[config.mk]
export PLATFORM = sky130hd
export DESIGN_NAME = stopwatch_ctrl_flat
export DESIGN_NICKNAME = d
export VERILOG_FILES = /design/src/rtl/stopwatch_pkg.sv /design/src/rtl/stopwatch_if.sv /design/src/rtl/stopwatch_bcd2_counter.sv /design/src/rtl/stopwatch_ctrl.sv /design/src/flat_wrapper.sv
export SDC_FILE = /design/constraint.sdc
export NUM_CORES = 1
export LEC_CHECK = 0
export ABC_CLOCK_PERIOD_IN_PS = 4650
export CELL_PAD_IN_SITES_DETAIL_PLACEMENT = 0
export CELL_PAD_IN_SITES_GLOBAL_PLACEMENT = 2
export CORE_MARGIN = 5
export CORE_UTILIZATION = 33
export DETAILED_ROUTE_END_ITERATION = 12
export PLACE_DENSITY = 0.91
export SYNTH_ARGS = -nofsm -noshare
export SYNTH_HDL_FRONTEND = slang
export SYNTH_SLANG_ARGS = --single-unit
[constraint.sdc]
create_clock -name master_clock -period 4.65 [get_ports master_clock]
set_clock_uncertainty 0.2 [all_clocks]
set_input_delay 1.1625 -clock master_clock [delete_from_list [all_inputs] [get_ports master_clock]]
set_output_delay 1.1625 -clock master_clock [all_outputs]
set_load 0.02 [all_outputs]
[src/rtl/stopwatch_pkg.sv]
// Shared constants for the stopwatch controller: FSM encoding, BCD width, field select.
// Latency: n/a (constants and a pure helper function only).
// Backpressure: n/a.
package stopwatch_pkg;

    localparam int BCD_W = 4;

    // FSM state encoding, kept as plain constants for legacy tools
    localparam logic [1:0] PAUSE  = 2'd0;
    localparam logic [1:0] RUN    = 2'd1;
    localparam logic [1:0] ADJUST = 2'd2;

    // Adjust field select
    localparam logic SEL_MIN = 1'b0;
    localparam logic SEL_SEC = 1'b1;

    // Split a decimal value 0..99 into its BCD tens and ones digits
    function automatic logic [BCD_W-1:0] bcd_tens(input int unsigned v);
        return BCD_W'(v / 10);
    endfunction

    function automatic logic [BCD_W-1:0] bcd_ones(input int unsigned v);
        return BCD_W'(v % 10);
    endfunction

endpackage

[src/rtl/stopwatch_if.sv]
// Bundle of the stopwatch controller's divider/button inputs and display outputs.
// Latency: n/a (wires only).
// Backpressure: none; all inputs are levels or one-cycle pulses, outputs are always valid.
interface stopwatch_if;
    import stopwatch_pkg::*;

    logic             clock1hz;
    logic             clock2hz;
    logic             clock_adjust;
    logic             btn_pause;
    logic             btn_clear;
    logic             sw_adj;
    logic             sw_sel;
    logic [BCD_W-1:0] min_tens;
    logic [BCD_W-1:0] min_ones;
    logic [BCD_W-1:0] sec_tens;
    logic [BCD_W-1:0] sec_ones;
    logic             running;
    logic             blank_min;
    logic             blank_sec;
    logic             rollover;

    // Environment side: divider, buttons and switches, display driver
    modport master (
        output clock1hz, clock2hz, clock_adjust, btn_pause, btn_clear, sw_adj, sw_sel,
        input  min_tens, min_ones, sec_tens, sec_ones, running, blank_min, blank_sec, rollover
    );

    // Controller side
    modport slave (
        input  clock1hz, clock2hz, clock_adjust, btn_pause, btn_clear, sw_adj, sw_sel,
        output min_tens, min_ones, sec_tens, sec_ones, running, blank_min, blank_sec, rollover
    );

endinterface

[src/rtl/stopwatch_bcd2_counter.sv]
// Two-digit BCD counter 00..LIMIT that wraps to 00, with synchronous clear.
// Latency: digits update one cycle after i_inc/i_clr; o_carry is combinational with i_inc.
// Backpressure: none; i_clr wins over i_inc.
module bcd2_counter
    import stopwatch_pkg::*;
#(
    parameter int LIMIT = 59
) (
    input  logic             clk,
    input  logic             rst_n,
    input  logic             i_inc,
    input  logic             i_clr,
    output logic [BCD_W-1:0] o_tens,
    output logic [BCD_W-1:0] o_ones,
    output logic             o_carry
);

    localparam logic [BCD_W-1:0] LIM_T = bcd_tens(LIMIT);
    localparam logic [BCD_W-1:0] LIM_O = bcd_ones(LIMIT);

    logic [BCD_W-1:0] r_tens;
    logic [BCD_W-1:0] r_ones;
    logic             w_at_limit;

    assign w_at_limit = (r_tens == LIM_T) && (r_ones == LIM_O);
    assign o_carry    = i_inc && w_at_limit;
    assign o_tens     = r_tens;
    assign o_ones     = r_ones;

    // Count up in BCD, wrapping to 00 after LIMIT; clear has priority
    always_ff @(posedge clk or negedge rst_n) begin
        if (!rst_n) begin
            r_tens <= '0;
            r_ones <= '0;
        end else if (i_clr) begin
            r_tens <= '0;
            r_ones <= '0;
        end else if (i_inc) begin
            if (w_at_limit) begin
                r_tens <= '0;
                r_ones <= '0;
            end else if (r_ones == BCD_W'(9)) begin
                r_ones <= '0;
                r_tens <= r_tens + BCD_W'(1);
            end else begin
                r_ones <= r_ones + BCD_W'(1);
            end
        end
    end

endmodule

[src/rtl/stopwatch_ctrl.sv]
// Stopwatch mode FSM (pause/run/adjust), divider edge detection, MM:SS BCD time and adjust blink.
// Latency: every output is registered; an input or strobe in cycle N shows in cycle N+1.
// Backpressure: none; strobes and button pulses are consumed in the cycle they occur.
module stopwatch_ctrl
    import stopwatch_pkg::*;
#(
    parameter int MINUTE_LIMIT = 59
) (
    input  logic        master_clock,
    input  logic        rst,
    stopwatch_if.slave  bus
);

    logic [1:0] r_state;
    logic [1:0] w_state_nxt;
    logic       r_clk1_q;
    logic       r_clk2_q;
    logic       r_clkadj_q;
    logic       r_sel_q;
    logic       r_running;
    logic       r_blank_min;
    logic       r_blank_sec;
    logic       r_rollover;

    logic       w_tick1;
    logic       w_tick2;
    logic       w_tick_adj;
    logic       w_run_tick;
    logic       w_adj_sec;
    logic       w_adj_min;
    logic       w_sec_inc;
    logic       w_min_inc;
    logic       w_sec_carry;
    logic       w_min_carry;
    logic       w_in_adj_nxt;
    logic       w_blink_reset;

    // Rising-edge strobes from the divider levels
    assign w_tick1    = bus.clock1hz     & ~r_clk1_q;
    assign w_tick2    = bus.clock2hz     & ~r_clk2_q;
    assign w_tick_adj = bus.clock_adjust & ~r_clkadj_q;

    // Delay registers for the edge detectors and the field-select change detector
    always_ff @(posedge master_clock or negedge rst) begin
        if (!rst) begin
            r_clk1_q   <= 1'b0;
            r_clk2_q   <= 1'b0;
            r_clkadj_q <= 1'b0;
            r_sel_q    <= 1'b0;
        end else begin
            r_clk1_q   <= bus.clock1hz;
            r_clk2_q   <= bus.clock2hz;
            r_clkadj_q <= bus.clock_adjust;
            r_sel_q    <= bus.sw_sel;
        end
    end

    // Next state from the current state; the adjust switch overrides the pause button
    always_comb begin
        w_state_nxt = r_state;
        if (bus.sw_adj) begin
            w_state_nxt = ADJUST;
        end else begin
            case (r_state)
                PAUSE:   if (bus.btn_pause) w_state_nxt = RUN;
                RUN:     if (bus.btn_pause) w_state_nxt = PAUSE;
                default: w_state_nxt = PAUSE;
            endcase
        end
    end

    // State register and its registered RUN decode
    always_ff @(posedge master_clock or negedge rst) begin
        if (!rst) begin
            r_state   <= PAUSE;
            r_running <= 1'b0;
        end else begin
            r_state   <= w_state_nxt;
            r_running <= (w_state_nxt == RUN);
        end
    end

    // Counting: seconds carry into minutes only while running; adjust steps one field alone
    assign w_run_tick = (r_state == RUN) && w_tick1;
    assign w_adj_sec  = (r_state == ADJUST) && w_tick_adj && (bus.sw_sel == SEL_SEC);
    assign w_adj_min  = (r_state == ADJUST) && w_tick_adj && (bus.sw_sel == SEL_MIN);
    assign w_sec_inc  = w_run_tick | w_adj_sec;
    assign w_min_inc  = (w_run_tick & w_sec_carry) | w_adj_min;

    bcd2_counter #(.LIMIT(59)) u_sec (
        .clk     (master_clock),
        .rst_n   (rst),
        .i_inc   (w_sec_inc),
        .i_clr   (bus.btn_clear),
        .o_tens  (bus.sec_tens),
        .o_ones  (bus.sec_ones),
        .o_carry (w_sec_carry)
    );

    bcd2_counter #(.LIMIT(MINUTE_LIMIT)) u_min (
        .clk     (master_clock),
        .rst_n   (rst),
        .i_inc   (w_min_inc),
        .i_clr   (bus.btn_clear),
        .o_tens  (bus.min_tens),
        .o_ones  (bus.min_ones),
        .o_carry (w_min_carry)
    );

    // Full wrap pulse; a clear in the same cycle suppresses it since the time is zeroed anyway
    always_ff @(posedge master_clock or negedge rst) begin
        if (!rst) begin
            r_rollover <= 1'b0;
        end else begin
            r_rollover <= w_run_tick & w_sec_carry & w_min_carry & ~bus.btn_clear;
        end
    end

    // Blink restarts unblanked on entry to ADJUST or when the selected field changes
    assign w_in_adj_nxt  = (w_state_nxt == ADJUST);
    assign w_blink_reset = (r_state != ADJUST) || (bus.sw_sel != r_sel_q);

    // Toggle the selected field's blank on each blink strobe; the other field stays visible
    always_ff @(posedge master_clock or negedge rst) begin
        if (!rst) begin
            r_blank_min <= 1'b0;
            r_blank_sec <= 1'b0;
        end else if (!w_in_adj_nxt || w_blink_reset) begin
            r_blank_min <= 1'b0;
            r_blank_sec <= 1'b0;
        end else if (w_tick2) begin
            if (bus.sw_sel == SEL_SEC) begin
                r_blank_sec <= ~r_blank_sec;
                r_blank_min <= 1'b0;
            end else begin
                r_blank_min <= ~r_blank_min;
                r_blank_sec <= 1'b0;
            end
        end
    end

    assign bus.running   = r_running;
    assign bus.blank_min = r_blank_min;
    assign bus.blank_sec = r_blank_sec;
    assign bus.rollover  = r_rollover;

endmodule
[src/flat_wrapper.sv]
// flat-port wrapper written by rule: the top's interface ports become plain ports
module stopwatch_ctrl_flat import stopwatch_pkg::*;
#(
    parameter int MINUTE_LIMIT = 59
)
  (master_clock, rst, bus_clock1hz, bus_clock2hz, bus_clock_adjust, bus_btn_pause, bus_btn_clear, bus_sw_adj, bus_sw_sel, bus_min_tens, bus_min_ones, bus_sec_tens, bus_sec_ones, bus_running, bus_blank_min, bus_blank_sec, bus_rollover);
  stopwatch_if bus_i ();
  input  logic master_clock;
  input  logic rst;
  input wire logic [$bits(bus_i.clock1hz)-1:0] bus_clock1hz;
  input wire logic [$bits(bus_i.clock2hz)-1:0] bus_clock2hz;
  input wire logic [$bits(bus_i.clock_adjust)-1:0] bus_clock_adjust;
  input wire logic [$bits(bus_i.btn_pause)-1:0] bus_btn_pause;
  input wire logic [$bits(bus_i.btn_clear)-1:0] bus_btn_clear;
  input wire logic [$bits(bus_i.sw_adj)-1:0] bus_sw_adj;
  input wire logic [$bits(bus_i.sw_sel)-1:0] bus_sw_sel;
  output wire logic [$bits(bus_i.min_tens)-1:0] bus_min_tens;
  output wire logic [$bits(bus_i.min_ones)-1:0] bus_min_ones;
  output wire logic [$bits(bus_i.sec_tens)-1:0] bus_sec_tens;
  output wire logic [$bits(bus_i.sec_ones)-1:0] bus_sec_ones;
  output wire logic [$bits(bus_i.running)-1:0] bus_running;
  output wire logic [$bits(bus_i.blank_min)-1:0] bus_blank_min;
  output wire logic [$bits(bus_i.blank_sec)-1:0] bus_blank_sec;
  output wire logic [$bits(bus_i.rollover)-1:0] bus_rollover;
  assign bus_i.clock1hz = bus_clock1hz;
  assign bus_i.clock2hz = bus_clock2hz;
  assign bus_i.clock_adjust = bus_clock_adjust;
  assign bus_i.btn_pause = bus_btn_pause;
  assign bus_i.btn_clear = bus_btn_clear;
  assign bus_i.sw_adj = bus_sw_adj;
  assign bus_i.sw_sel = bus_sw_sel;
  assign bus_min_tens = bus_i.min_tens;
  assign bus_min_ones = bus_i.min_ones;
  assign bus_sec_tens = bus_i.sec_tens;
  assign bus_sec_ones = bus_i.sec_ones;
  assign bus_running = bus_i.running;
  assign bus_blank_min = bus_i.blank_min;
  assign bus_blank_sec = bus_i.blank_sec;
  assign bus_rollover = bus_i.rollover;
  stopwatch_ctrl #(.MINUTE_LIMIT(MINUTE_LIMIT)) u_core (.master_clock(master_clock), .rst(rst), .bus(bus_i));
endmodule
==> flow_metrics.env <==
export IMPL_status="finished clean"
export IMPL_grt_overflow=0
export IMPL_rows=23
export IMPL_fin_crit_ns=3.022
export IMPL_synth_edff_count=0
export IMPL_critPathCaptureType="flip-flop"
export IMPL_slowest_stage="clkdlybuf4s50_1"
export IMPL_cellLeakagePower_nw=0.7059
export IMPL_slowest_delay_ns=0.93
export IMPL_diodes=0
export IMPL_synth_async_reset_ratio=1.000
export IMPL_hp_class="flip-flop to flip-flop"
export IMPL_dp_cells=208
export IMPL_yosysTopAreaCellShare=0.4815
export IMPL_avgRoutedWirePerCell_um=14.64
export IMPL_synth_seq_cells=26
export IMPL_die_height_um=73.99
export IMPL_nFillCells=386
export IMPL_setup_tns_ns=0
export IMPL_p_total_mw=0.5381
export IMPL_cp_required_ns=4.61
export IMPL_rsz0062_at_grt="false"
export IMPL_setup_viol=0
export IMPL_synth_most_common_cell="dfrtp_1"
export IMPL_vdd_drop_max_mv=0.1238
export IMPL_ctsResizeCount=0
export IMPL_ant_nets=0
export IMPL_numCtsBuffers=3
export IMPL_worstMarginPinSlew_ns=0.7142
export IMPL_grt_pass1_vias=1172
export IMPL_cap_violations=0
export IMPL_yosys_cell_types_count=39
export IMPL_cts_setup_buffers=0
export IMPL_hold_viol_final=0
export IMPL_die_area_sq_mm=0.005475
export IMPL_period_share=0.6500
export IMPL_ios=29
export IMPL_drive_gt1_frac=0.08642
export IMPL_power_density_mw_per_mm2=307.8
export IMPL_worstPathMaxFanout=19
export IMPL_synthFlopType="dfrtp_1"
export IMPL_start_kind="input port"
export IMPL_coreArea_sq_mm=0.003971
export IMPL_cpLargestDelayFamily="buffers and inverters"
export IMPL_crit_arrival_ns=2.98
export IMPL_routabilityCongestion=0.7913
export IMPL_cts_max_path_buffers=2
export IMPL_firstDrtPassIters=4
export IMPL_initial_core_util=0.3403
export IMPL_grt_usage=0.1224
export IMPL_ys_seq_area_frac=0.4815
export IMPL_drc=0
export IMPL_grtUsageMet2=0.2205
export IMPL_stdcell_count=212
export IMPL_crit_type="input port to flip-flop"
export IMPL_netlist_instances=135
export IMPL_antenna_found_initial=0
export IMPL_syn_area_per_cell_sq_um=10.01
export IMPL_ctsHoldBuffers=0
export IMPL_cts_sinks=26
export IMPL_clk_pin_slew_ns=0.09
export IMPL_clkLatencyLatePin_ns=0.27
export IMPL_yosysWarnings=0
export IMPL_path_buf_inv=2
export IMPL_cp_cell_sequence="clkdlybuf4s50_1, a211oi_1, buf_4, or2_2, o41ai_1"
export IMPL_first_iter_violations=72
export IMPL_max_freq_ghz=0.3309
export IMPL_io_buffer_count=28
export IMPL_slew_viol_final=0
export IMPL_gr_max_usage_layer="met2"
export IMPL_synthesis_nets=152
export IMPL_syn2layout_area_growth_pct=29.35
export IMPL_totalWireLength_um=3104
export IMPL_fin_nets=180
export IMPL_cts_root_buf="clkbuf_8"
export IMPL_dp_hpwl_um=2275
export IMPL_synth_area_top_cells="dfrtp_1 (48%), ha_1 (7.4%), o21ai_0 (4.8%)"
export IMPL_fin_util=0.4401
export IMPL_die_x_um=73.99
export IMPL_netlist_area_sq_mm=0.001351
export IMPL_grt_start_max_net_pins=27
export IMPL_gr_usage_met3=0.02162
export IMPL_route_vias_total=1111
export IMPL_gr_usage_met1=0.1488
export IMPL_yosysTopAreaCell="dfrtp_1"
export IMPL_cts_tree="built"
export IMPL_grt_pass1_wl_um=5264
export IMPL_yosys_top_cells_count="dfrtp_1 (26), o21ai_0 (13), a21oi_1 (12)"
export IMPL_slew_headroom=0.5224
export IMPL_htree_levels=1
export IMPL_vias_per_cell=5.241
[path summary, 6_finish.rpt]
path	start	slack [ns]	endpoint	cells after the start
min in group asynchronous	rst	1.06	u_core.r_clk2_q	2
max reg2reg	u_core.u_sec.o_ones[1]	2.41	u_core.u_min.o_tens[3]	6
min	u_core.r_state[1]	0.31	u_core.bus.running	1
max	bus_btn_clear	1.63	u_core.u_sec.o_tens[1]	5
max in group asynchronous	rst	2.94	u_core.u_sec.o_ones[0]	2
min reg2reg	u_core.r_state[1]	0.31	u_core.bus.running	1
[worst register-to-register path, cell delays in order (launching register included)]
cell,delay [ns]
dfrtp_1,0.43
inv_1,0.07
ha_1,0.12
and3b_1,0.33
a32oi_2,0.30
or4_1,0.54
a21oi_1,0.16
[cell usage in the layout, fill, tap and decap left out, types with 2 or more instances in the layout]
cell type	instances
clkdlybuf4s50_1	28
dfrtp_1	26
o21ai_0	13
a21oi_1	12
nand2_1	8
ha_1	8
inv_1	7
nand3_1	7
nor3_1	4
nor2_1	4
xnor2_1	3
nand2b_1	3
clkbuf_8	3
and3b_1	2
and2_1	2
a211oi_1	2
nand3b_1	2
nand4_1	2
o41ai_1	2
or3_1	2
or4_1	2
or3_2	2
buf_4	2
[cells by family (layout without fill, tap and decap cells)]
family                     Yosys count  after routing  share of synthesized area
buffers and inverters               14             41                    0.04351
adders and majority gates            8              8                    0.07408
AOI/OAI and AO/OA                   35             35                     0.1583
and+or+nand+nor                     49             49                     0.2231
DFF                                 26             26                     0.4815
xor gates and xnor gates             3              3                    0.01945
[report_power, final]
part / switching, mW / internal, mW
logic: 0.0484 / 0.0442
registers: 0.0179 / 0.240
clock network: 0.0725 / 0.115
[routing by layer]
layer	up-vias	wire length, um	share of wire
li1	541	-	-
met1	544	1432	0.46
met2	21	1521	0.49
met3	5	115	0.037
met4	0	35	0.011
met5	-	0	0
[flip-flops by register name (all words and copies together), names as in the netlist, 2 cells and up]
register and count:
u_core.r_state 2, u_core.u_sec.o_ones 4, u_core.u_min.o_tens 4, u_core.u_min.o_ones 4
u_core.u_sec.o_tens 4
[through the flow]
step / worst slack, ns / cell area, sq um / hold slack, ns
after detailed placement: 1.335 / 1677 / 0.2993
after global placement: 1.413 / 1677 / 0.2882
after floorplan: 2.250 / 1351 / 0.2604
after CTS: 1.627 / 1748 / 0.3130
after global routing: 1.558 / 1748 / 0.3524
final: 1.628 / 1748 / 0.3135
[area by class of cell]
| cell class | instances | area (sq um) | area share |
|---|---|---|---|
| multi-input combinational | 95 | 641.9 | 0.3672 |
| tap | 50 | 62.56 | 0.03579 |
| clock inverter | 1 | 30.03 | 0.01718 |
| timing repair buffer | 30 | 295.3 | 0.1689 |
| inverter | 7 | 26.28 | 0.01503 |
| clock buffer | 3 | 41.29 | 0.02362 |
| sequential | 26 | 650.6 | 0.3722 |
(Power assumes the default switching activity.)
